`src/rtl/ble_cmd_responder_pkg.sv`:
```
`default_nettype none
// ============================================================================
// Module      : ble_cmd_responder_pkg
// Description : Shared opcodes, response codes and state types for the
//               command link responder.
// Revision    : 1.0 - initial release
// ============================================================================
package ble_cmd_responder_pkg;

    localparam logic [15:0] CALIBRATE     = 16'h2000;
    localparam logic [15:0] MOVE          = 16'h4000;
    localparam logic [15:0] TOUR          = 16'h6000;
    localparam logic [7:0]  COMM_COMPLETE = 8'hA5;

    typedef enum logic [0:0] {
        IDLE_HI = 1'b0,
        WAIT_LO = 1'b1
    } rx_asm_t;

    typedef enum logic [1:0] {
        RX_IDLE  = 2'd0,
        RX_START = 2'd1,
        RX_DATA  = 2'd2,
        RX_STOP  = 2'd3
    } rx_bit_t;

    typedef enum logic [0:0] {
        TX_IDLE = 1'b0,
        TX_SEND = 1'b1
    } tx_state_t;

    // Full 8N1 frame, bit 0 goes on the line first.
    function automatic logic [9:0] tx_frame(input logic [7:0] data);
        return {1'b1, data, 1'b0};
    endfunction

endpackage
`default_nettype wire

```
`src/rtl/ble_cmd_responder_uart_byte_rx.sv`:
```
`default_nettype none
// ============================================================================
// Module      : uart_byte_rx
// Description : 8N1 byte receiver with two-flop synchroniser and mid-bit
//               sampling; flags framing errors and start-bit detection.
// Revision    : 1.0 - initial release
// ============================================================================
module uart_byte_rx
    import ble_cmd_responder_pkg::*;
#(
    parameter int BAUD_DIV = 5208
) (
    input  logic       clk,
    input  logic       rst,
    input  logic       rx,
    output logic       byte_rdy,
    output logic [7:0] rx_byte,
    output logic       frm_err,
    output logic       start_det,
    output logic       busy
);

    localparam int                 c_cnt_w = $clog2(BAUD_DIV + 1);
    localparam logic [c_cnt_w-1:0] c_full  = c_cnt_w'(BAUD_DIV);
    localparam logic [c_cnt_w-1:0] c_half  = c_cnt_w'(BAUD_DIV / 2);

    logic               sync1_q, sync2_q, prev_q;
    rx_bit_t            state_q, state_d;
    logic [c_cnt_w-1:0] cnt_q, cnt_d;
    logic [2:0]         bit_idx_q, bit_idx_d;
    logic [7:0]         shift_q, shift_d;
    logic               byte_rdy_q, byte_rdy_d;
    logic               frm_err_q, frm_err_d;
    logic               start_det_q, start_det_d;
    logic               w_fall, w_tick;

    assign w_fall = prev_q & ~sync2_q;
    // A sample is taken on the clock where the counter has run down to 1.
    assign w_tick = (cnt_q == c_cnt_w'(1));

    always_comb begin
        state_d     = state_q;
        cnt_d       = cnt_q;
        bit_idx_d   = bit_idx_q;
        shift_d     = shift_q;
        byte_rdy_d  = 1'b0;
        frm_err_d   = 1'b0;
        start_det_d = 1'b0;
        case (state_q)
            RX_IDLE: begin
                if (w_fall) begin
                    state_d     = RX_START;
                    cnt_d       = c_half;
                    start_det_d = 1'b1;
                end
            end
            RX_START: begin
                if (w_tick) begin
                    if (sync2_q) begin
                        state_d = RX_IDLE;
                        cnt_d   = '0;
                    end else begin
                        state_d   = RX_DATA;
                        cnt_d     = c_full;
                        bit_idx_d = 3'd0;
                    end
                end else begin
                    cnt_d = cnt_q - 1'b1;
                end
            end
            RX_DATA: begin
                if (w_tick) begin
                    shift_d = {sync2_q, shift_q[7:1]};
                    cnt_d   = c_full;
                    if (bit_idx_q == 3'd7) begin
                        state_d = RX_STOP;
                    end else begin
                        bit_idx_d = bit_idx_q + 3'd1;
                    end
                end else begin
                    cnt_d = cnt_q - 1'b1;
                end
            end
            RX_STOP: begin
                if (w_tick) begin
                    state_d    = RX_IDLE;
                    cnt_d      = '0;
                    byte_rdy_d = sync2_q;
                    frm_err_d  = ~sync2_q;
                end else begin
                    cnt_d = cnt_q - 1'b1;
                end
            end
            default: state_d = RX_IDLE;
        endcase
    end

    always_ff @(posedge clk or posedge rst) begin
        if (rst) begin
            sync1_q     <= 1'b1;
            sync2_q     <= 1'b1;
            prev_q      <= 1'b1;
            state_q     <= RX_IDLE;
            cnt_q       <= '0;
            bit_idx_q   <= 3'd0;
            shift_q     <= 8'h00;
            byte_rdy_q  <= 1'b0;
            frm_err_q   <= 1'b0;
            start_det_q <= 1'b0;
        end else begin
            sync1_q     <= rx;
            sync2_q     <= sync1_q;
            prev_q      <= sync2_q;
            state_q     <= state_d;
            cnt_q       <= cnt_d;
            bit_idx_q   <= bit_idx_d;
            shift_q     <= shift_d;
            byte_rdy_q  <= byte_rdy_d;
            frm_err_q   <= frm_err_d;
            start_det_q <= start_det_d;
        end
    end

    assign byte_rdy  = byte_rdy_q;
    assign rx_byte   = shift_q;
    assign frm_err   = frm_err_q;
    assign start_det = start_det_q;
    assign busy      = (state_q != RX_IDLE);

endmodule
`default_nettype wire

```
`src/rtl/ble_cmd_responder.sv`:
```
`default_nettype none
// ============================================================================
// Module      : ble_cmd_responder
// Description : Serial command link endpoint: assembles two RX bytes into a
//               16-bit command and serialises response bytes on TX.
// Revision    : 1.0 - initial release
// ============================================================================
module ble_cmd_responder
    import ble_cmd_responder_pkg::*;
#(
    parameter int BAUD_DIV    = 5208,
    parameter int GAP_TIMEOUT = 1000000
) (
    input  logic        clk,
    input  logic        rst,
    input  logic        RX,
    output logic        TX,
    output logic [15:0] cmd,
    output logic        cmd_rdy,
    input  logic        clr_cmd_rdy,
    input  logic [7:0]  resp,
    input  logic        trmt,
    output logic        tx_done,
    output logic        frm_err
);

    localparam int                 c_gap_w   = $clog2(GAP_TIMEOUT + 1);
    localparam logic [c_gap_w-1:0] c_gap_max = c_gap_w'(GAP_TIMEOUT);
    localparam int                 c_cnt_w   = $clog2(BAUD_DIV + 1);
    localparam logic [c_cnt_w-1:0] c_bit_end = c_cnt_w'(BAUD_DIV - 1);

    logic       w_byte_rdy, w_frm_err, w_start_det, w_rx_busy;
    logic [7:0] w_rx_byte;

    uart_byte_rx #(
        .BAUD_DIV (BAUD_DIV)
    ) u_rx (
        .clk       (clk),
        .rst       (rst),
        .rx        (RX),
        .byte_rdy  (w_byte_rdy),
        .rx_byte   (w_rx_byte),
        .frm_err   (w_frm_err),
        .start_det (w_start_det),
        .busy      (w_rx_busy)
    );

    rx_asm_t            asm_q, asm_d;
    logic [7:0]         hi_q, hi_d;
    logic [15:0]        cmd_q, cmd_d;
    logic               cmd_rdy_q, cmd_rdy_d;
    logic [c_gap_w-1:0] gap_q, gap_d;

    always_comb begin
        asm_d     = asm_q;
        hi_d      = hi_q;
        cmd_d     = cmd_q;
        cmd_rdy_d = cmd_rdy_q;
        gap_d     = gap_q;
        if (clr_cmd_rdy) begin
            cmd_rdy_d = 1'b0;
        end
        case (asm_q)
            IDLE_HI: begin
                if (w_start_det) begin
                    cmd_rdy_d = 1'b0;
                end
                if (w_byte_rdy) begin
                    hi_d  = w_rx_byte;
                    gap_d = '0;
                    asm_d = WAIT_LO;
                end
            end
            WAIT_LO: begin
                if (w_byte_rdy) begin
                    cmd_d     = {hi_q, w_rx_byte};
                    cmd_rdy_d = 1'b1;
                    asm_d     = IDLE_HI;
                end else if (w_frm_err) begin
                    asm_d = IDLE_HI;
                end else if (!w_rx_busy) begin
                    // Gap timer only runs while no low byte is in flight.
                    if (gap_q >= c_gap_max) begin
                        asm_d = IDLE_HI;
                    end else begin
                        gap_d = gap_q + 1'b1;
                    end
                end
            end
            default: asm_d = IDLE_HI;
        endcase
    end

    tx_state_t          tx_state_q, tx_state_d;
    logic [9:0]         tx_shift_q, tx_shift_d;
    logic [3:0]         tx_bits_q, tx_bits_d;
    logic [c_cnt_w-1:0] tx_cnt_q, tx_cnt_d;
    logic               tx_q, tx_d;
    logic               tx_done_q, tx_done_d;
    logic [9:0]         w_frame;

    assign w_frame = tx_frame(resp);

    always_comb begin
        tx_state_d = tx_state_q;
        tx_shift_d = tx_shift_q;
        tx_bits_d  = tx_bits_q;
        tx_cnt_d   = tx_cnt_q;
        tx_d       = tx_q;
        tx_done_d  = tx_done_q;
        case (tx_state_q)
            TX_IDLE: begin
                if (trmt) begin
                    tx_state_d = TX_SEND;
                    tx_d       = w_frame[0];
                    tx_shift_d = {1'b1, w_frame[9:1]};
                    tx_bits_d  = 4'd9;
                    tx_cnt_d   = c_bit_end;
                    tx_done_d  = 1'b0;
                end
            end
            TX_SEND: begin
                if (tx_cnt_q == '0) begin
                    if (tx_bits_q == 4'd0) begin
                        tx_state_d = TX_IDLE;
                        tx_d       = 1'b1;
                        tx_done_d  = 1'b1;
                    end else begin
                        tx_d       = tx_shift_q[0];
                        tx_shift_d = {1'b1, tx_shift_q[9:1]};
                        tx_bits_d  = tx_bits_q - 4'd1;
                        tx_cnt_d   = c_bit_end;
                    end
                end else begin
                    tx_cnt_d = tx_cnt_q - 1'b1;
                end
            end
            default: tx_state_d = TX_IDLE;
        endcase
    end

    always_ff @(posedge clk or posedge rst) begin
        if (rst) begin
            asm_q      <= IDLE_HI;
            hi_q       <= 8'h00;
            cmd_q      <= 16'h0000;
            cmd_rdy_q  <= 1'b0;
            gap_q      <= '0;
            tx_state_q <= TX_IDLE;
            tx_shift_q <= 10'h3FF;
            tx_bits_q  <= 4'd0;
            tx_cnt_q   <= '0;
            tx_q       <= 1'b1;
            tx_done_q  <= 1'b0;
        end else begin
            asm_q      <= asm_d;
            hi_q       <= hi_d;
            cmd_q      <= cmd_d;
            cmd_rdy_q  <= cmd_rdy_d;
            gap_q      <= gap_d;
            tx_state_q <= tx_state_d;
            tx_shift_q <= tx_shift_d;
            tx_bits_q  <= tx_bits_d;
            tx_cnt_q   <= tx_cnt_d;
            tx_q       <= tx_d;
            tx_done_q  <= tx_done_d;
        end
    end

    assign TX      = tx_q;
    assign cmd     = cmd_q;
    assign cmd_rdy = cmd_rdy_q;
    assign tx_done = tx_done_q;
    assign frm_err = w_frm_err;

endmodule
`default_nettype wire

```
`config.mk`:
```
export PLATFORM = sky130hd
export DESIGN_NAME = ble_cmd_responder
export DESIGN_NICKNAME = d
export VERILOG_FILES = /design/src/rtl/ble_cmd_responder_pkg.sv /design/src/rtl/ble_cmd_responder_uart_byte_rx.sv /design/src/rtl/ble_cmd_responder.sv
export SDC_FILE = /design/constraint.sdc
export NUM_CORES = 1
export LEC_CHECK = 0
export CORE_ASPECT_RATIO = 2
export CORE_MARGIN = 2
export CORE_UTILIZATION = 54
export DETAILED_ROUTE_END_ITERATION = 12
export HOLD_SLACK_MARGIN = 0.15
export PLACE_DENSITY = 0.74
export SKIP_CTS_REPAIR_TIMING = 1
export SLEW_MARGIN = 0
export SYNTH_ARGS = -nofsm -noshare
export SYNTH_HDL_FRONTEND = slang
export SYNTH_SLANG_ARGS = --single-unit
```
`constraint.sdc`:
```
create_clock -name clk -period 9.06 [get_ports clk]
set_input_delay 1.359 -clock clk [delete_from_list [all_inputs] [get_ports clk]]
set_output_delay 1.359 -clock clk [all_outputs]
set_load 0.02 [all_outputs]
```
Yosys cells after proc, flatten, opt, wreduce, memory -nomap -nowiden
Index checks and enable logic that the tools add are counted.
{"block": "op_classes", "eq_ne": 22, "reduce_logical": 15, "order_cmp": 1, "bitwise_logic": 4, "mux": 63, "n_addsub": 5}
{"operator": "13-bit two-way mux", "count": 8}
{"operator": "20-bit two-way mux", "count": 5}
{"operator": "13-bit case mux with 4 select lines", "count": 1}
{"operator": "20-bit case mux with 2 select lines", "count": 1}
{"operator": "10-bit two-way mux", "count": 3}
{"operator": "13-bit case mux with 2 select lines", "count": 1}
{"operator": "13-bit by 1-bit subtractor with 13-bit output (second input constant)", "count": 2}
{"operator": "1-bit two-way mux", "count": 22}
{"operator": "20-bit by 1-bit adder with 20-bit output (second input constant)", "count": 1}
{"operator": "20-bit greater-or-equal comparator (second input constant)", "count": 1}
{"operator": "10-bit case mux with 2 select lines", "count": 1}
{"operator": "2-bit by 1-bit inequality test with 1-bit output (second input constant)", "count": 8}
{"operator": "2-bit inequality test (second input constant)", "count": 8}
{"operator": "5-bit AND reduction", "count": 3}
{"operator": "13-bit by 1-bit equality test with 1-bit output (second input constant)", "count": 1}
{"operator": "13-bit zero test", "count": 1}
{"operator": "2-bit two-way mux", "count": 6}
{"operator": "3-bit two-way mux", "count": 4}
{"operator": "4-bit two-way mux", "count": 3}
{"operator": "1-bit case mux with 2 select lines", "count": 5}
{"operator": "2-bit AND reduction", "count": 5}
{"operator": "2-bit case mux with 4 select lines", "count": 1}
{"operator": "4-bit case mux with 2 select lines", "count": 1}
{"operator": "3-bit case mux with 2 select lines", "count": 1}
{"operator": "other kinds (12)", "count": 17}
{"block": "totals", "word_cells": 131, "in_bits": 13, "register_bits": 108}

Longest topological paths before layout
Gate-level depths: netlist of the first run.
{"block": "depth", "ltp_word": 6, "ltp_mapped": 9}

Cells and area by module
Synthesis of the first run repeated with hierarchy kept, for this count alone.
{"block": "unflattened", "cells_unflattened": 499, "area_unflattened_um2": 5240.0}
{"mod": "ble_cmd_responder", "instances": 1, "seq_area_each_um2": 1863.0, "cells_per_inst": 354, "area_per_inst_um2": 3656.0}
{"mod": "uart_byte_rx", "instances": 1, "seq_area_each_um2": 804.5, "cells_per_inst": 145, "area_per_inst_um2": 1584.0}

Worst setup path before layout of the first run
OpenSTA, ideal clock, no wires.
{"block": "synth_timing", "kind": "input port to flip-flop", "from": "input trmt", "to": "register tx_cnt_q[6]", "path_buffers": 1, "setup_ns": 0.143, "slack_ns": 6.866, "t_arrival_ns": 2.051, "cell_stages": 4, "t_required_ns": 8.917, "cell_sequence": "nor2b_1 -> a31oi_1 -> clkbuf_1 -> o21ai_0"}
{"block": "synth_between", "elab_chain_cells": 2}
{"item": "start: declaration", "line_no": "ble_cmd_responder.sv:22", "source": "input logic trmt,"}
{"item": "2-bit inequality test (no line)"}
{"item": "2-bit AND reduction (no line)"}
{"item": "end signal: assignment", "line_no": "ble_cmd_responder.sv:164", "source": "tx_cnt_q <= tx_cnt_d;"}
{"item": "end: declaration", "line_no": "ble_cmd_responder.sv:97", "source": "logic [c_cnt_w-1:0] tx_cnt_q, tx_cnt_d;"}
Every way passes these cells.
A chain may end at the register's enable or synchronous reset.

Worst setup path in the final report of the first run
{"block": "layout_timing", "from": "register tx_q, in the netlist TX", "to": "output TX"}
{"item": "start: declaration", "line_no": "ble_cmd_responder.sv:98", "source": "logic tx_q, tx_d;"}
{"item": "start signal: assignment", "line_no": "ble_cmd_responder.sv:165", "source": "tx_q <= tx_d;"}
{"item": "end: declaration", "line_no": "ble_cmd_responder.sv:17", "source": "output logic TX,"}
No word-level cell between the ends.

==> results.py, run 1 <==
metrics = {
    "placed_design": {
        "gp_congestion": 0.8928,
        "place_area_mm2": 0.005689,
        "dp_cells": 639,
        "port_buffers": 32,
        "dp_hpwl_um": 7433,
    },
    "pwr": {
        "p_sw_mw": 0.4984,
        "power.density_mw_per_mm2": 233.4,
        "leakage_nw": 2.676,
        "p_int_mw": 0.8979,
        "switching_share_pct": 35.70,
        "p_clk_share_pct": 27.4,
        "ir_worst_vdd_mv": 0.1649,
        "power_frac_comb_pct": 27.8,
        "seq_power_share_pct": 44.8,
        "finalPower_mw": 1.396,
    },
    "clock_tree": {
        "path_clk_slew_ns": 0.07,
        "cts_buffer_depth": 2,
        "numCtsBuffers": 9,
        "clock_latency_ns": 0.35,
        "cts_tree": "done",
        "clock_sinks": 106,
        "cts_root_buffer": "clkbuf_16",
        "htreeDepth": 3,
    },
    "worst_setup_path": {
        "cp_max_fo": 2,
        "worst_path_max_delay_cell": "clkdlybuf4s50_1",
        "setup.worst_path.start_class": "flip-flop",
        "worst_path_dominant_cell_family": "buffers and inverters",
        "critPathMaxStageDelay_ns": 0.59,
        "arrival_ns": 1.47,
        "critPathCaptureType": "output port",
        "required_ns": 7.70,
        "crit_type": "flip-flop to output port",
        "cp_num_buf_inv": 1,
        "path_cells": "clkdlybuf4s50_1",
    },
    "synth": {
        "synth_fa_ha_area_share_pct": 3.569,
        "synth.area.mux_share_pct": 9.017,
        "yosys.area.top_type_share_pct": 44.73,
        "synthArstFlopShare_pct": 100.0,
        "netlist_area_mm2": 0.005259,
        "synth_area_per_cell_um2": 10.80,
        "ys_seq_area_share_pct": 50.73,
        "synth_top_family_by_area": "simple AND/OR/NAND/NOR gates",
        "ys_seq_elements": 106,
        "synth_nets": 515,
        "ys_types": 56,
        "synthTopCellsByArea": "dfrtp_1, mux2_2, dfstp_2",
        "synthSimpleGateAreaFrac_pct": 18.92,
        "netlist_instances": 487,
        "yosysWarnings": 0,
        "yosysTopAreaCell": "dfrtp_1",
        "synth_edf_count": 0,
        "synth_compound_area_share_pct": 10.44,
        "synthXorXnorAreaFrac_pct": 4.164,
        "synthFlopType": "dfrtp_1",
    },
    "grt": {
        "overflow": 0,
        "grt_pass1_wl_um": 16970,
        "gr-usage-all-layers_pct": 20.92,
        "antenna_found_initial": 0,
        "first_global_vias": 3715,
        "grt_start_max_net_pins": 74,
    },
    "die": {
        "initial_core_util_pct": 54.58,
        "dieArea_mm2": 0.01059,
        "rows": 51,
        "fp.dieH_um": 143.6,
        "die_w_um": 73.78,
        "ios": 33,
        "floorplan.core_area_mm2": 0.009635,
    },
    "detailed_routing": {
        "drtIter0Drc": 165,
        "vias": 3709,
        "drc_errors": 0,
        "antenna_left": 0,
        "routed_wl_um": 10210,
        "wl_per_cell_um": 15.59,
        "vias_per_cell": 5.663,
        "first_pass_iters": 4,
    },
    "sta": {
        "rsz0062_at_grt": "false",
        "max_freq_ghz": 0.3537,
        "finalSetupTns_ns": 0,
        "setup_viol": 0,
        "hold_violations": 0,
        "relSlewSlack_pct": 22.00,
        "slew_violations": 0,
        "tightest_slew_ns": 1.166,
        "min_period_ns": 2.827,
        "finalClockSkew_ns": 0.009993,
        "fin_crit_sh_pct": 31.20,
    },
    "layout": {
        "fill_cells": 777,
        "final_cell_mix": "dfrtp_1, nor2_1, nand2_1",
        "syn2layout_area_growth_pct": 13.78,
        "multiInputGateArea_mm2": 0.002425,
        "antennaDiodeCount": 0,
        "final_nets": 546,
        "final_common_cell": "dfrtp_1",
        "layout-drive-gt1-share_pct": 16.63,
        "final_cells": 655,
        "seqCellArea_mm2": 0.002668,
        "fin_area_mm2": 0.005983,
    },
    "run": {
        "maxCapViolCount": 0,
    },
    "hold_path": {
        "min_path_type": "flip-flop to flip-flop",
    },
    "run_status": {
        "status": "complete, no violations",
    },
}
cells by family (layout without fill, tap and decap cells):
group | Yosys count | after routing
buffers and inverters | 39 | 75
DFF | 106 | 106
adders and majority gates | 15 | 15
and+or+nand+nor | 177 | 177
xor gates and xnor gates | 25 | 25
AOI/OAI and AO/OA | 82 | 82
muxes | 43 | 43
worst reg2reg max path, stage by stage, from the launching register on:
cell and delay (ns):
dfrtp_1 0.41, inv_1 0.14, ha_1 0.56, nor3b_2 0.41, nand3_1 0.42, nor4_1 0.38, xnor2_1 0.18, nor2_1 0.05
final cells by class:
| class | count | area share, % |
|---|---|---|
| clock inverter | 6 | 0.9201 |
| tap | 132 | 2.760 |
| multi-input combinational | 342 | 40.53 |
| inverter | 25 | 1.610 |
| sequential | 106 | 44.58 |
| clock buffer | 10 | 3.994 |
| timing repair buffer | 34 | 5.604 |
path summary, 6_finish.rpt:
check	startpoint	cells past startpoint	end	slack (ns)
hold / removal	u_rx.sync1_q	0	u_rx.sync2_q	0.36
setup / recovery	TX	1	TX	6.23
min in group asynchronous	rst	2	cmd[9]	1.35
max in group asynchronous	rst	3	u_rx.cnt_q[6]	6.48
hold reg to reg	u_rx.sync1_q	0	u_rx.sync2_q	0.36
setup reg to reg	u_rx.state_q[0]	7	gap_q[18]	6.34
state kept, by name, indices dropped and copies added, names as in the netlist, 3 cells and up, named ones only:
name,flops
u_rx.cnt_q,13
u_rx.bit_idx_q,3
tx_cnt_q,13
hi_q,8
tx_bits_q,4
cmd,16
tx_shift_q,8
gap_q,20
u_rx.rx_byte,8
metrics by stage:
stage               util, %  setup slack [ns]  hold slack [ns]
finish                62.10             6.233           0.3578
detailed placement    59.04             6.001           0.3478
CTS                   62.10             6.218           0.3584
global route          62.10             6.169           0.3609
global placement      59.04             6.034           0.3471
floorplan                 -             4.932           0.3452
power groups by stage:
| stage | Sequential [mW] | Clock [mW] | Combinational (mW) |
|---|---|---|---|
| after global placement | 0.629 | 0 | 0.371 |
| after global routing | 0.636 | 0.408 | 0.435 |
| after detailed placement | 0.634 | 0 | 0.386 |
| after CTS | 0.626 | 0.391 | 0.389 |
| after floorplan | 0.612 | 0 | 0.309 |
| final | 0.626 | 0.382 | 0.388 |
synth_stat cells (all sizes together) (2+ instances only):
cell      n
and2      2
o21a      2
or3       4
nand2b    5
nor2     45
xor2      5
nand4     8
inv      25
a22o      2
o22a      2
a31oi     9
o21ai    31
dfstp    12
mux2     35
nor4b     2
and4      7
nor4     11
xnor2    20
nor3b     7
a21oi    20
nand3    11
dfrtp    94
o2bb2ai   3
nor3     18
a21boi    2
nor2b     5
ha       15
buf       6
o22ai     2
nand2    43
and3      6
clkbuf    8
mux2i     8
per-layer routing:
metal  share of wire, %  up-vias  track usage (%)
met5                  0        -                0
met4                2.9        0            8.804
met3                3.1       24            4.208
met2                 57       72            38.72
met1                 37     1837            22.10
li1                   -     1776                -
Power figures use the tool's default switching activity.
==> inputs of run 2 (changes only) <==
- PLACE_DENSITY: 0.74 -> 0.77
- clock period: 9.06 -> 2.3 ns (I/O delays scaled with it)
==> run 2 against run 1 <==
  * Hold slack worse by 0.016 ns
  * Critical path depth is 6 higher
  * Register-to-register slack worse by 6.2 ns
  * Largest cell class unchanged
  * Largest power group unchanged
  * Highest routed layer unchanged
==> results.py, run 2 (synthesized netlist as in run 1, its figures left out) <==
metrics = {
    "run_status": {
        "status": "complete, no violations",
    },
    "layout": {
        "layout-drive-gt1-share_pct": 19.81,
        "final_util_pct": 64.49,
        "largest_reg_flops": 20,
        "top_register": "gap_q",
        "final_cell_mix": "dfrtp_1, nor2_1, nand2_1",
        "final_common_cell": "dfrtp_1",
        "antennaDiodeCount": 0,
        "final_nets": 563,
        "syn2layout_area_growth_pct": 18.15,
    },
    "clock_tree": {
        "cts_buffer_depth": 2,
        "numCtsBuffers": 9,
        "path_clk_slew_ns": 0.08,
        "cts_root_buffer": "clkbuf_16",
        "htreeDepth": 3,
        "clock_sinks": 106,
        "cts_tree": "done",
        "clock_latency_ns": 0.36,
    },
    "worst_setup_path": {
        "r2r_start": "asm_q",
        "regToRegSetupSlack_ns": 0.12,
        "crit_type": "flip-flop to flip-flop",
        "critPathCaptureType": "flip-flop",
        "cp-endpoint": "gap_q[15]",
        "worst_path_max_delay_cell": "dfrtp_1",
        "critPathMaxStageDelay_ns": 0.42,
        "r2r_end": "gap_q[15]",
        "setup.worst_path.start": "asm_q",
        "arrival_ns": 2.42,
        "cp_max_fo": 8,
        "reg2reg_depth": 7,
        "setup.worst_path.start_class": "flip-flop",
        "required_ns": 2.54,
        "path_cells": "inv_1, ha_1, nor3b_4, nand4_4, nor4_1, xnor2_1, nor2_1",
    },
    "sta": {
        "setup_viol": 0,
        "tightest_slew_ns": 0.6658,
        "whs_ns": 0.3421,
        "relSlewSlack_pct": 55.20,
        "finalClockSkew_ns": 0.01263,
        "fin_crit_sh_pct": 94.88,
        "slew_violations": 0,
        "hold_violations": 0,
        "max_freq_ghz": 0.4583,
        "rsz0062_at_grt": "true",
        "min_period_ns": 2.182,
    },
    "pwr": {
        "finalPower_mw": 5.752,
        "ir_worst_vdd_mv": 0.6957,
        "power.density_mw_per_mm2": 925.8,
        "leakage_nw": 2.794,
    },
    "detailed_routing": {
        "wl_per_cell_um": 16.48,
        "dr.max_layer_used": "met4",
        "drc_errors": 0,
        "route.layer.met1.wl_um": 4176,
        "wl_met3_um": 265,
        "first_pass_iters": 4,
        "dr_wl_met2_um": 6354,
        "vias": 3854,
        "antenna_left": 0,
        "vias_per_cell": 5.735,
        "drtIter0Drc": 220,
        "routed_wl_um": 11080,
    },
    "die": {
        "fp.dieH_um": 143.6,
        "dieArea_mm2": 0.01059,
        "initial_core_util_pct": 54.58,
        "rows": 51,
        "die_w_um": 73.78,
        "ios": 33,
        "floorplan.core_area_mm2": 0.009635,
    },
    "placed_design": {
        "dp_hpwl_um": 7974,
        "gp_congestion": 0.9267,
        "port_buffers": 32,
    },
    "hold_path": {
        "min_path_type": "input pin to async pin",
    },
    "grt": {
        "overflow": 0,
        "grt_pass1_wl_um": 19030,
        "antenna_found_initial": 0,
        "grt_start_max_net_pins": 28,
        "first_global_vias": 4138,
        "gr-usage-all-layers_pct": 23.12,
    },
    "run": {
        "maxCapViolCount": 0,
    },
}
-- run 2: cell types whose count changed in the layout (fill, tap and decap cells not counted), sizes merged --
cell | before | now
buf | 2 | 19
clkbuf | 10 | 9
clkinv | 1 | 2
-- run 2: critical path: cells and delay by family (launching register included) --
| family | cells | cell delay, ns |
|---|---|---|
| simple gates | 4 | 0.98 |
| flops | 1 | 0.42 |
| fa+ha+maj | 1 | 0.39 |
| xor+xnor | 1 | 0.16 |
| buf+inv | 1 | 0.11 |
-- run 2: worst min path at each step --
stage                            start            to  slack, ns  cells past startpoint
after global routing      u_rx.sync1_q  u_rx.sync2_q       0.37                      0
final                              rst       hi_q[7]       0.34                      2
after detailed placement  u_rx.sync1_q  u_rx.sync2_q       0.35                      0
after global placement    u_rx.sync1_q  u_rx.sync2_q       0.35                      0
after floorplan           u_rx.sync1_q  u_rx.sync2_q       0.35                      0
after CTS                          rst        cmd[7]       0.35                      2
-- run 2: area by class of cell --
| type | instances | area, um^2 |
|---|---|---|
| clock buffers | 9 | 225.2 |
| clock inverters | 7 | 96.34 |
| fillers | 763 | 3422 |
| inverters | 25 | 97.59 |
| multi-input cells | 342 | 2461 |
| flip-flops and latches | 106 | 2668 |
| well taps | 132 | 165.2 |
| repair buffers | 51 | 500.5 |
-- run 2: power breakdown --
part           internal [mW]  switching, mW  leakage [nW]
combinational          0.706          0.959          1.27
clock                  0.802          0.811         0.156
sequential              2.15          0.330          1.37
-- run 2: metrics by stage --
step	setup slack [ns]	instance area [um^2]	std cells	setup TNS, ns
final	0.1178	6213	672	0
after global routing	-0.03601	6213	672	-0.07063
after CTS	0.006941	6170	671	0
after detailed placement	0.04029	5848	655	0
after global placement	0.1468	5848	655	0
after floorplan	0.2711	5263	487	0
-- run 2: routing by layer --
layer | up-vias | track usage, %
met5 | - | 0
met4 | 0 | 9.856
met3 | 18 | 3.717
met2 | 62 | 43.75
met1 | 1955 | 24.07
li1 | 1819 | -
